--- config.mk ---
export PLATFORM = sky130hd
export DESIGN_NAME = timing_beat_gen_flat
export DESIGN_NICKNAME = d
export VERILOG_FILES = /design/src/rtl/timing_beat_gen_if.sv /design/src/rtl/timing_beat_gen.sv /design/src/flat_wrapper.sv
export SDC_FILE = /design/constraint.sdc
export NUM_CORES = 1
export LEC_CHECK = 0
export ABC_AREA = 1
export CAP_MARGIN = 5
export CORE_MARGIN = 10
export CORE_UTILIZATION = 43
export CTS_BUF_LIST = sky130_fd_sc_hd__clkbuf_16
export CTS_CLUSTER_SIZE = 12
export DETAILED_ROUTE_END_ITERATION = 16
export MAX_ROUTING_LAYER = met4
export PLACE_DENSITY_LB_ADDON = 0.08
export SYNTH_ARGS = -nofsm -noshare
export SYNTH_HDL_FRONTEND = slang
export SYNTH_SLANG_ARGS = --single-unit
--- constraint.sdc ---
create_clock -name t3 -period 1.22 [get_ports t3]
set_input_delay 0.244 -clock t3 [delete_from_list [all_inputs] [get_ports t3]]
set_output_delay 0.244 -clock t3 [all_outputs]
set_load 0.05 [all_outputs]
--- src/rtl/timing_beat_gen_if.sv ---
// Signal bundle between the front panel / hardwired controller and the beat sequencer.
// The slave modport is the sequencer side; master drives the panel and controller inputs.
interface timing_beat_gen_if #(
    parameter int CNT_W = 8
);
    logic             qd;
    logic             step;
    logic             stop;
    logic             short;
    logic             long;
    logic             w1;
    logic             w2;
    logic             w3;
    logic             running;
    logic             cycle_end;
    logic [CNT_W-1:0] cycle_cnt;

    modport master (
        output qd, step, stop, short, long,
        input  w1, w2, w3, running, cycle_end, cycle_cnt
    );

    modport slave (
        input  qd, step, stop, short, long,
        output w1, w2, w3, running, cycle_end, cycle_cnt
    );
endinterface

--- src/rtl/timing_beat_gen.sv ---
// W1/W2/W3 machine-cycle beat sequencer with QD start, single step and completed-cycle counter.
//   state | meaning
//   IDLE  | halted, waiting for a QD rising edge
//   B1    | beat 1 (final when short)
//   B2    | beat 2 (final unless long)
//   B3    | beat 3 (always final)
module timing_beat_gen #(
    parameter int CNT_W = 8
) (
    input  logic                t3,
    input  logic                clr,
    timing_beat_gen_if.slave    bus
);
    typedef enum logic [1:0] {
        IDLE = 2'd0,
        B1   = 2'd1,
        B2   = 2'd2,
        B3   = 2'd3
    } state_t;

    state_t           state_q;
    state_t           state_d;
    logic             qd_q;
    logic             final_beat;
    logic             w1_q;
    logic             w2_q;
    logic             w3_q;
    logic             running_q;
    logic [CNT_W-1:0] cycle_cnt_q;

    always_comb begin
        state_d    = state_q;
        final_beat = 1'b0;
        case (state_q)
            IDLE: if (bus.qd && !qd_q) state_d = B1;
            B1:   if (bus.short) final_beat = 1'b1;
                  else           state_d    = B2;
            B2:   if (bus.long)  state_d    = B3;
                  else           final_beat = 1'b1;
            B3:   final_beat = 1'b1;
            default: state_d = IDLE;
        endcase
        // Halt requests only take effect at the end of a machine cycle.
        if (final_beat) state_d = (bus.stop || bus.step) ? IDLE : B1;
    end

    always_ff @(posedge t3) begin
        if (clr) begin
            state_q     <= IDLE;
            qd_q        <= 1'b1;
            w1_q        <= 1'b0;
            w2_q        <= 1'b0;
            w3_q        <= 1'b0;
            running_q   <= 1'b0;
            cycle_cnt_q <= '0;
        end else begin
            state_q   <= state_d;
            qd_q      <= bus.qd;
            w1_q      <= (state_d == B1);
            w2_q      <= (state_d == B2);
            w3_q      <= (state_d == B3);
            running_q <= (state_d != IDLE);
            if (final_beat) cycle_cnt_q <= cycle_cnt_q + 1'b1;
        end
    end

    assign bus.w1        = w1_q;
    assign bus.w2        = w2_q;
    assign bus.w3        = w3_q;
    assign bus.running   = running_q;
    assign bus.cycle_end = final_beat;
    assign bus.cycle_cnt = cycle_cnt_q;
endmodule
--- src/flat_wrapper.sv ---
// flat-port wrapper written by rule: the top's interface ports become plain ports
module timing_beat_gen_flat 
#(
    parameter int CNT_W = 8
)
  (t3, clr, bus_qd, bus_step, bus_stop, bus_short, bus_long, bus_w1, bus_w2, bus_w3, bus_running, bus_cycle_end, bus_cycle_cnt);
  timing_beat_gen_if #(.CNT_W(CNT_W)) bus_i ();
  input  logic t3;
  input  logic clr;
  input wire logic [$bits(bus_i.qd)-1:0] bus_qd;
  input wire logic [$bits(bus_i.step)-1:0] bus_step;
  input wire logic [$bits(bus_i.stop)-1:0] bus_stop;
  input wire logic [$bits(bus_i.short)-1:0] bus_short;
  input wire logic [$bits(bus_i.long)-1:0] bus_long;
  output wire logic [$bits(bus_i.w1)-1:0] bus_w1;
  output wire logic [$bits(bus_i.w2)-1:0] bus_w2;
  output wire logic [$bits(bus_i.w3)-1:0] bus_w3;
  output wire logic [$bits(bus_i.running)-1:0] bus_running;
  output wire logic [$bits(bus_i.cycle_end)-1:0] bus_cycle_end;
  output wire logic [$bits(bus_i.cycle_cnt)-1:0] bus_cycle_cnt;
  assign bus_i.qd = bus_qd;
  assign bus_i.step = bus_step;
  assign bus_i.stop = bus_stop;
  assign bus_i.short = bus_short;
  assign bus_i.long = bus_long;
  assign bus_w1 = bus_i.w1;
  assign bus_w2 = bus_i.w2;
  assign bus_w3 = bus_i.w3;
  assign bus_running = bus_i.running;
  assign bus_cycle_end = bus_i.cycle_end;
  assign bus_cycle_cnt = bus_i.cycle_cnt;
  timing_beat_gen #(.CNT_W(CNT_W)) u_core (.t3(t3), .clr(clr), .bus(bus_i));
endmodule
# Yosys cells after proc, flatten, opt, wreduce, memory -nomap -nowiden

Index checks and enable logic that the tools add are counted.

Output and inout port bits: 13
Bits in writable memories: 0
Memories kept: 0
Latch bits: 0
Logic and storage cells: 28
Input bits: 7
Bits in read-only memories: 0
Flip-flop bits (word level): 15

Divide/modulo/power cells: 0
Multipliers: 0
Reduce and logical (&&, ||, !) cells: 5
Shifts and indexed selects: 0
Bitwise operators: 0
Mux-type cells: 9
Eq/ne operators: 6
$lt $le $gt $ge: 0
$add $sub $neg: 1

Operator list:

| kind                | number |
|---|---|
| $add 8x1->8 const B | 1 |
| $eq 2x2->1 const B  | 4 |
| $mux 2              | 4 |
| $pmux 2 s3          | 1 |
| $eq 2x1->1 const B  | 2 |
| $mux 1              | 3 |
| $pmux 1 s3          | 1 |
| $logic_not 2->1     | 1 |
| $reduce_bool 2->1   | 1 |
| $logic_and 1x1->1   | 1 |
| $logic_not 1->1     | 1 |
| $logic_or 1x1->1    | 1 |

# Longest topological paths before layout

Gate-level depths: netlist of the first run.

Depth after elaboration: 6
Gate-level depth with buffers: 8
Mapped depth without buffers: 8

# Worst setup path after synthesis of the first run

OpenSTA, ideal clock, no wires.

Path kind: flip-flop to flip-flop
From: register u_core.cycle_cnt_q[0] (netlist: u_core.bus.cycle_cnt[0])
To: register u_core.cycle_cnt_q[5] (netlist: u_core.bus.cycle_cnt[5])
Setup time: 0.115 ns
Buffers on the path: 0
Data arrival time: 1.352 ns
Setup slack: -0.246 ns
Required time: 1.105 ns
Cell stages (with the launch flop): 8
Cells stage by stage: dfxtp_1 > nand3_1 > nor2_1 > inv_1 > nor2_1 > nand2_1 > nand2_1 > nor2_1

Word-level cells in the longest chain between the ends: 1

Ends and longest elaborated chain:

| what                   | RTL line              | text |
|---|---|---|
| from (decl)            | timing_beat_gen.sv:29 | `logic [CNT_W-1:0] cycle_cnt_q;` |
| from (signal assigned) | timing_beat_gen.sv:63 | `if (final_beat) cycle_cnt_q <= cycle_cnt_q + 1'b1;` |
| $add 8x1->8            | timing_beat_gen.sv:63 |  |

Every way passes these cells.
A chain may end at the register's enable or synchronous reset.

# Worst setup path after layout of the first run

From: register u_core.state_q[1]
To: register u_core.cycle_cnt_q[2] (netlist: u_core.bus.cycle_cnt[2])

Word-level cells in the longest chain between the ends: 2
Elaborated cells on any way between the ends: 4
Classes of those cells: 3 x eq/ne; 1 x mux

Ends and longest elaborated chain:

| what                                     | RTL line              | text |
|---|---|---|
| from (decl)                              | timing_beat_gen.sv:21 | `state_t state_q;` |
| from (signal assigned)                   | timing_beat_gen.sv:57 | `state_q <= state_d;` |
| $eq 2x2->1 or $eq 2x1->1 (tied branches) | timing_beat_gen.sv:34 | `case (state_q)` |
| $pmux 1 s3 (*)                           | timing_beat_gen.sv:34 |  |

Mark *: on every way between the ends. The rest lies on a longest branch, timed or not.

==> insert_results.sql, run 1 <==
INSERT INTO impl_metrics (metric_group, metric, value, unit) VALUES
('run_status', 'outcome', 'finished, violations left', ''),
('run_status', 'failed_checks', 'negative setup slack', ''),
('grt', 'grt.overflow.total', '0', ''),
('power', 'max-vdd-ir-drop', '0.957', 'mV'),
('timing', 'finalSetupViolations', '2', ''),
('synth', 'combinational_family_with_the_most_area_after_synthesis', 'simple AND/OR/NAND/NOR gates', ''),
('worst_setup_path', 'timing.critical_path.from_type', 'flip-flop', ''),
('synth', 'sequential_fraction_of_the_synthesis_area', '47.7', '%'),
('final_layout', 'finish.cell_count_without_fillers', '138', ''),
('final_layout', 'synthToLayoutAreaGrowth', '85.1', '%'),
('clock_tree', 'clk_latency', '240', 'ps'),
('final_layout', 'fillCellCount', '63', ''),
('timing', 'unrepaired_setup_endpoints_after_global_routing', 'true', ''),
('worst_setup_path', 'crit_path_end_kind', 'flip-flop', ''),
('placement', 'placed_cells', '131', ''),
('placement', 'dp_worst_setup_slack', '-312', 'ps'),
('floorplan', 'top_level_ports', '20', ''),
('grt', 'initial_antenna_violation_count', '0', ''),
('floorplan', 'floorplan_die_width', '58.3', 'um'),
('timing', 'final_min_period_over_clock_period', '109', '%'),
('synth', 'synth_cell_type_count', '13', ''),
('job', 'timing.max_cap.violations', '0', ''),
('drt', 'drc', '0', ''),
('worst_setup_path', 'path_cells', 'nor2_1 > nor2_1 > nand2_1 > o21ai_0 > nand2_1 > nor2_1', ''),
('worst_setup_path', 'r2r_start', 'u_core.state_q[1]', ''),
('drt', 'drt-wirelength-per-cell', '15.2', 'um'),
('worst_setup_path', 'cpLargestDelayFamily', 'simple AND/OR/NAND/NOR gates', ''),
('clock_tree', 'clkTransAtPathRegs', '50', 'ps'),
('power', 'power_switching', '336', 'uW'),
('placement', 'gp_congestion', '0.732', ''),
('timing', 'slew_viol_final', '0', ''),
('clock_tree', 'ctsHoldBuffers', '0', ''),
('timing', 'fin_ws', '-104', 'ps'),
('synth', 'synth_area', '629', 'sq um'),
('synth', 'yosys.area_share.xor_xnor', '1.39', '%'),
('final_layout', 'layout.area.seq', '313', 'sq um'),
('power', 'power.sequential.fraction', '38.0', '%'),
('power', 'cellPowerDensity', '1190', 'nW/um^2'),
('floorplan', 'floorplan.rows', '13', ''),
('power', 'cell_internal_pwr', '1.05', 'mW'),
('grt', 'global_route_wire_length_before_repair', '3320', 'um'),
('worst_setup_path', 'critPathMostFrequentCell', 'nor2_1', ''),
('synth', 'post_synth_inst_count', '91', ''),
('clock_tree', 'num_cts_buffers', '3', ''),
('worst_setup_path', 'startpoint', 'u_core.state_q[1]', ''),
('clock_tree', 'cts-root-to-sink-buffers', '2', ''),
('placement', 'numPortBuffers', '19', ''),
('drt', 'route.vias.total', '708', ''),
('clock_tree', 'cts_htree_levels', '1', ''),
('worst_setup_path', 'timing.critical_path.arrival', '1490', 'ps'),
('worst_setup_path', 'path_max_fanout', '7', ''),
('grt', 'number_of_global_route_vias_before_repair', '707', ''),
('clock_tree', 'tritoncts', 'yes', ''),
('worst_setup_path', 'crit_end', 'u_core.bus.cycle_cnt[2]', ''),
('synth', 'ys_ff_latch', '15', ''),
('placement', 'detailedPlacementHpwl', '1370', 'um'),
('synth', 'yosys_warnings', '0', ''),
('floorplan', 'design.die.area', '3390', 'sq um'),
('clock_tree', 'clock_tree.root_cell', 'clkbuf_16', ''),
('drt', 'post_drt_via_cell_ratio', '5.13', ''),
('timing', 'whs', '551', 'ps'),
('clock_tree', 'tritoncts_num_sinks', '15', ''),
('synth', 'synthAdderAreaFrac', '1.99', '%'),
('worst_setup_path', 'timing.reg2reg.setup_slack', '-100', 'ps'),
('timing', 'max_freq', '0.755', 'GHz'),
('worst_setup_path', 'critPathRequiredTime', '1380', 'ps'),
('synth', 'syn_area_per_cell', '6.92', 'sq um'),
('timing', 'period_minus_slack', '1320', 'ps'),
('synth', 'synth.net_count', '99', ''),
('power', 'clock_power_share', '45.3', '%'),
('floorplan', 'start_util', '47.2', '%');
[state kept, by name, summed over array words and instances (netlist names)]
signal	flops
u_core.bus.cycle_cnt	8
u_core.bus.running	1
u_core.bus.w1	1
u_core.bus.w2	1
u_core.bus.w3	1
u_core.qd_q	1
u_core.state_q	2
[cells in the mapped netlist, drive strengths merged]
cell type / count / area, sq um
ha: 1 / 12.5
inv: 15 / 56.3
nor3: 2 / 10.0
clkinv: 1 / 3.75
o21ai: 4 / 20.0
nor2: 22 / 90.1
nand2: 20 / 75.1
dfxtp: 15 / 300
nand4: 2 / 12.5
nand3: 5 / 25.0
a21oi: 3 / 15.0
xor2: 1 / 8.76
[metal layers]
layer / track usage (%) / vias up / share of wire (%)
met5: - / - / 0
met4: 6.38 / 0 / 3.5
met3: 3.05 / 9 / 4.3
met2: 23.8 / 20 / 55
met1: 11.5 / 333 / 37
li1: - / 346 / -
[power groups by stage]
stage	combinational (mW)	sequential (mW)	clock [mW]
2_1_floorplan	0.0577	0.569	0
5_1_grt	0.245	0.529	0.645
3_5_place_dp	0.208	0.534	0
3_3_place_gp	0.202	0.534	0
4_1_cts	0.222	0.527	0.634
6_report	0.231	0.528	0.629
[final cells by class]
type / count / share of cell area, %
well taps: 15 / 1.61
multi-input cells: 60 / 26.2
repair buffers: 28 / 33.4
flip-flops and latches: 15 / 26.9
inverters: 16 / 5.16
clock inverters: 1 / 0.322
clock buffers: 3 / 6.44
[metrics by stage]
| stage | cell area (sq um) | power [mW] | util (%) |
|---|---|---|---|
| after floorplan | 641 | 0.627 | - |
| after global placement | 1020 | 0.736 | 76.8 |
| after global routing | 1160 | 1.42 | 87.3 |
| after CTS | 1130 | 1.38 | 85.0 |
| after detailed placement | 1020 | 0.742 | 76.8 |
| final | 1160 | 1.39 | 87.3 |
[how the worst min path moves through the flow]
stage	from	endpoint	slack [ps]	cells after the start
finish	u_core.bus.cycle_cnt[1]	u_core.bus.cycle_cnt[1]	550	2
global route	bus_qd	u_core.qd_q	580	3
CTS	bus_qd	u_core.qd_q	550	3
floorplan	clr	u_core.bus.cycle_cnt[0]	310	1
detailed placement	u_core.bus.cycle_cnt[1]	u_core.bus.cycle_cnt[1]	530	2
global placement	u_core.qd_q	u_core.bus.w3	510	3
[repair_timing]
item                       in CTS  in global routing
pin swaps                       3                  3
setup buffers                   3                  0
resized for setup               8                  8
setup endpoints to repair       8                 11
[worst min-delay path: cells and delay by family, from the launching register on]
family / cells / cell delay (ps)
simple gates: 2 / 140
flops: 1 / 370
[kinds of logic (layout without fill, tap and decap cells)]
group / Yosys count / after routing
AO/OA/AOI/OAI: 7 / 7
AND/OR/NAND/NOR: 51 / 51
XOR/XNOR: 1 / 1
buffers and inverters: 16 / 48
adder cells (fa/ha/maj): 1 / 1
flip-flops: 15 / 15
[cell usage in the layout, fill, tap and decap left out, types with 4 or more instances in the layout]
cell	n
nand2_1	17
buf_12	13
nor2_1	18
buf_4	8
dfxtp_1	9
nand3_1	4
dfxtp_2	4
inv_1	14
clkdlybuf4s50_1	4
(Power assumes the default switching activity.)
==> inputs of run 2 (changes only) <==
--- a/config.mk
+++ b/config.mk
@@ -14,6 +14,8 @@
 export DETAILED_ROUTE_END_ITERATION = 16
 export MAX_ROUTING_LAYER = met4
 export PLACE_DENSITY_LB_ADDON = 0.08
+export RECOVER_POWER = 100
+export SETUP_SLACK_MARGIN = 0.2
 export SYNTH_ARGS = -nofsm -noshare
 export SYNTH_HDL_FRONTEND = slang
 export SYNTH_SLANG_ARGS = --single-unit
==> run 2 against run 1 <==
Synthesized cell count is the same. The flow now stops in global routing. Synthesized area is the same.
==> insert_results.sql, run 2 <==
INSERT INTO impl_metrics (metric_group, metric, value, unit) VALUES
('placement', 'detailedPlacementHpwl', '1240', 'um'),
('clock_tree', 'num_cts_buffers', '3', ''),
('synth', 'post_synth_inst_count', '91', ''),
('placement', 'dp_worst_setup_slack', '-266', 'ps'),
('synth', 'post-synth-top-area-cell', 'dfxtp_1', ''),
('synth', 'synth.net_count', '99', ''),
('floorplan', 'start_util', '47.2', '%'),
('timing', 'kind_of_the_worst_endpoint', 'output port', ''),
('floorplan', 'floorplan_die_width', '58.3', 'um'),
('run_status', 'run.stop_error', '[ERROR DPL-0033] detailed placement checks failed during check placement.', ''),
('clock_tree', 'tritoncts_num_sinks', '15', ''),
('synth', 'synth.top_cells.by_area', 'dfxtp_1 (48%), nor2_1 (13%), nand2_1 (12%)', ''),
('placement', 'gp_congestion', '0.758', ''),
('synth', 'synth.top_cell.area_share', '47.7', '%'),
('clock_tree', 'cts-root-to-sink-buffers', '2', ''),
('synth', 'number_of_synthesized_flops_with_an_enable_pin', '0', ''),
('synth', 'yosys_warnings', '0', ''),
('clock_tree', 'cts_htree_levels', '1', ''),
('floorplan', 'top_level_ports', '20', ''),
('synth', 'ys.flop_type', 'dfxtp_1', ''),
('run_status', 'failing_step', 'global routing', ''),
('floorplan', 'floorplan.rows', '13', ''),
('grt', 'grt_start_max_net_pins', '9', ''),
('synth', 'sequential_fraction_of_the_synthesis_area', '47.7', '%'),
('timing', 'repair-timing-grt-worst-ep', 'bus_cycle_end', ''),
('run_status', 'outcome', 'aborted with a tool error', ''),
('synth', 'synth.most_common_cell', 'nor2_1', ''),
('floorplan', 'die_h', '58.3', 'um'),
('placement', 'numPortBuffers', '19', ''),
('synth', 'synth_area', '629', 'sq um'),
('grt', 'initial_antenna_violation_count', '0', ''),
('synth', 'netlist_top_cells_count', 'nor2_1 (21), nand2_1 (20), dfxtp_1 (15), inv_1 (15), nand3_1 (5)', ''),
('clock_tree', 'ctsHoldBuffers', '0', ''),
('clock_tree', 'clock_tree.root_cell', 'clkbuf_16', ''),
('synth', 'syn_area_per_cell', '6.92', 'sq um'),
('synth', 'synth_cell_type_count', '13', ''),
('synth', 'ys_ff_latch', '15', ''),
('synth', 'async_reset_ff_share', '0', '%');
## run 2: cell counts after synthesis
No cell type changed its count.
## run 2: metrics by stage
step	area (sq um)	hold slack, ps	cells	utilization (%)
3_3_place_gp	1030	494	131	77.4
3_5_place_dp	1030	499	131	77.4
2_1_floorplan	648	307	91	-
4_1_cts	1200	538	139	90.0
## run 2: kinds of logic after synthesis
family | after synthesis | synth area share [%]
and+or+nand+nor | 51 | 33.8
buffers and inverters | 16 | 9.54
DFF | 15 | 47.7
AOI/OAI and AO/OA | 7 | 5.57
xor gates and xnor gates | 1 | 1.39
adders and majority gates | 1 | 1.99
## run 2: timing repair
item | in CTS
pin swaps | 7
setup endpoints to repair | 19
resized for setup | 26
buffers inserted | 4
==> inputs of run 3 (changes only) <==
==> config.mk (replaced) <==
export PLATFORM = sky130hd
export DESIGN_NAME = timing_beat_gen_flat
export DESIGN_NICKNAME = d
export VERILOG_FILES = /design/src/rtl/timing_beat_gen_if.sv /design/src/rtl/timing_beat_gen.sv /design/src/flat_wrapper.sv
export SDC_FILE = /design/constraint.sdc
export NUM_CORES = 1
export LEC_CHECK = 0
export ABC_AREA = 1
export CAP_MARGIN = 5
export CORE_AREA = 10 10 71 73
export DETAILED_ROUTE_END_ITERATION = 16
export DIE_AREA = 0 0 81 83
export PLACE_DENSITY_LB_ADDON = 0.15
export RECOVER_POWER = 100
export SYNTH_ARGS = -nofsm -noshare
export SYNTH_HDL_FRONTEND = slang
export SYNTH_SLANG_ARGS = --single-unit
==> run 3 against run 2 <==
The flow now finishes, with violations (negative setup slack).
==> insert_results.sql, run 3 (synthesis results as in run 1) <==
INSERT INTO impl_metrics (metric_group, metric, value, unit) VALUES
('run_status', 'outcome', 'finished, violations left', ''),
('run_status', 'failed_checks', 'negative setup slack', ''),
('grt', 'number_of_global_route_vias_before_repair', '662', ''),
('timing', 'final_hold_viol_count', '0', ''),
('clock_tree', 'tritoncts_num_sinks', '15', ''),
('worst_setup_path', 'timing.critical_path.arrival', '1030', 'ps'),
('drt', 'post_drt_via_cell_ratio', '3.80', ''),
('timing', 'slew_viol_final', '0', ''),
('final_layout', 'layout-drive-gt1-share', '31.7', '%'),
('worst_setup_path', 'timing.critical_path.from_type', 'flip-flop', ''),
('floorplan', 'core_area', '3630', 'sq um'),
('floorplan', 'die_h', '83', 'um'),
('grt', 'grt_overall_usage', '5.35', '%'),
('hold_path', 'min-delay-path-class', 'reg2reg', ''),
('final_layout', 'synthToLayoutAreaGrowth', '67.8', '%'),
('clock_tree', 'cts-root-to-sink-buffers', '2', ''),
('floorplan', 'start_util', '17.3', '%'),
('worst_setup_path', 'timing_worst_setup_path_type', 'reg2out', ''),
('grt', 'initial_antenna_violation_count', '0', ''),
('worst_setup_path', 'crit_path_end_kind', 'output pin', ''),
('power', 'fin_total_pwr', '1.13', 'mW'),
('drt', 'antenna_left', '0', ''),
('placement', 'placed_cells', '164', ''),
('worst_setup_path', 'path_max_fanout', '3', ''),
('power', 'max-vdd-ir-drop', '0.430', 'mV'),
('worst_setup_path', 'timing.reg2reg.setup_slack', '0', 'ps'),
('placement', 'gp_congestion', '0.804', ''),
('timing', 'fin_ws', '-56.4', 'ps'),
('floorplan', 'design.die.area', '6720', 'sq um'),
('drt', 'drc', '0', ''),
('drt', 'wirelength', '1690', 'um'),
('grt', 'global_route_wire_length_before_repair', '2830', 'um'),
('worst_setup_path', 'r2r_start', 'u_core.state_q[0]', ''),
('worst_setup_path', 'rr_worst_depth', '7', ''),
('worst_setup_path', 'critPathRequiredTime', '980', 'ps'),
('hold_path', 'hold_path_startpoint', 'u_core.bus.cycle_cnt[7]', ''),
('power', 'total_leakage_power', '0.475', 'nW'),
('timing', 'total_neg_setup_slack', '-56.4', 'ps'),
('floorplan', 'top_level_ports', '20', ''),
('power', 'cellPowerDensity', '1070', 'nW/um^2'),
('drt', 'drtPass1Iterations', '4', ''),
('clock_tree', 'ctsHoldBuffers', '0', ''),
('grt', 'grt_start_max_net_pins', '9', ''),
('final_layout', 'finish.cell_count_without_fillers', '171', ''),
('timing', 'max_slew.worst_pin.slew', '284', 'ps'),
('hold_path', 'hold_end', 'u_core.bus.cycle_cnt[7]', ''),
('job', 'timing.max_cap.violations', '0', ''),
('clock_tree', 'clock_tree.root_cell', 'clkbuf_8', ''),
('timing', 'finClkSkew', '4.64', 'ps'),
('clock_tree', 'cts_htree_levels', '1', ''),
('timing', 'worst_slew_margin_rel', '81.1', '%'),
('timing', 'period_minus_slack', '1280', 'ps'),
('final_layout', 'finish.net_count', '132', ''),
('final_layout', 'layout.cells.most_common_list', 'nand2_1 (18), nor2_1 (18), inv_1 (13), dfxtp_1 (12), buf_4 (8)', ''),
('clock_tree', 'tritoncts', 'yes', ''),
('drt', 'drt-wirelength-per-cell', '9.85', 'um'),
('timing', 'max_freq', '0.783', 'GHz'),
('grt', 'grt.overflow.total', '0', ''),
('drt', 'route.vias.total', '650', ''),
('clock_tree', 'clkTransAtPathRegs', '60', 'ps'),
('placement', 'detailedPlacementHpwl', '1260', 'um'),
('timing', 'unrepaired_setup_endpoints_after_global_routing', 'true', ''),
('worst_setup_path', 'r2r-end', 'u_core.bus.w1', ''),
('timing', 'whs', '534', 'ps'),
('floorplan', 'floorplan_die_width', '81', 'um'),
('final_layout', 'num_antenna_cells', '0', ''),
('placement', 'dp_worst_setup_slack', '-307', 'ps'),
('hold_path', 'hold_path_depth', '4', ''),
('drt', 'drt-initial-drc-count', '13', ''),
('timing', 'final_min_period_over_clock_period', '105', '%'),
('floorplan', 'floorplan.rows', '22', ''),
('placement', 'numPortBuffers', '19', ''),
('timing', 'finalSetupViolations', '1', ''),
('clock_tree', 'num_cts_buffers', '3', ''),
('clock_tree', 'clk_latency', '250', 'ps'),
('final_layout', 'largest_register_ffs', '8', '');
## run 3: what timing repair did
| item | 4_1_cts | 5_1_grt |
|---|---|---|
| buffers inserted | 2 | 1 |
| resized for setup | 8 | 9 |
| setup endpoints to repair | 4 | 12 |
| pin swaps | 2 | 2 |
| hold endpoints to repair | 0 | 0 |
## run 3: report_power, final
part           leakage (nW)  switching, mW  internal [mW]
Sequential            0.124         0.0147          0.506
Combinational         0.328          0.111         0.0832
Clock                0.0228          0.180          0.232
## run 3: per-layer routing
metal  routed length [um]  vias up  global-route usage [%]
met4                   44        0                    3.29
met5                    0        -                       0
met1                  754      280                    5.44
met2                  716       19                    8.14
li1                     -      346                       -
met3                  170        5                    3.13
## run 3: worst max path at each step
stage | start | depth (start not counted) | endpoint
global route | u_core.state_q[0] | 5 | bus_cycle_end
finish | u_core.state_q[0] | 5 | bus_cycle_end
CTS | u_core.state_q[0] | 5 | bus_cycle_end
floorplan | u_core.bus.cycle_cnt[2] | 7 | u_core.bus.cycle_cnt[5]
detailed placement | bus_short | 6 | u_core.bus.running
global placement | bus_short | 4 | bus_cycle_end
## run 3: layout make-up
cell class / instances / area (sq um)
Timing Repair Buffer: 28 / 284
Fill cell: 408 / 2580
Tap cell: 48 / 60.1
Clock buffer: 4 / 45.0
Inverter: 16 / 60.1
Sequential cell: 15 / 312
Multi-Input combinational cell: 60 / 295
## run 3: stage by stage
stage,util [%],cell area [sq um]
floorplan,-,641
global placement,29.3,1070
detailed placement,29.3,1070
CTS,31.2,1130
global route,29.1,1060
finish,29.1,1060
## run 3: worst max-delay path, cell delays in order, from the launching register on
cell	delay, ps
dfxtp_4	360
inv_2	40
nand2_2	60
inv_2	50
nor2_4	130
buf_12	150
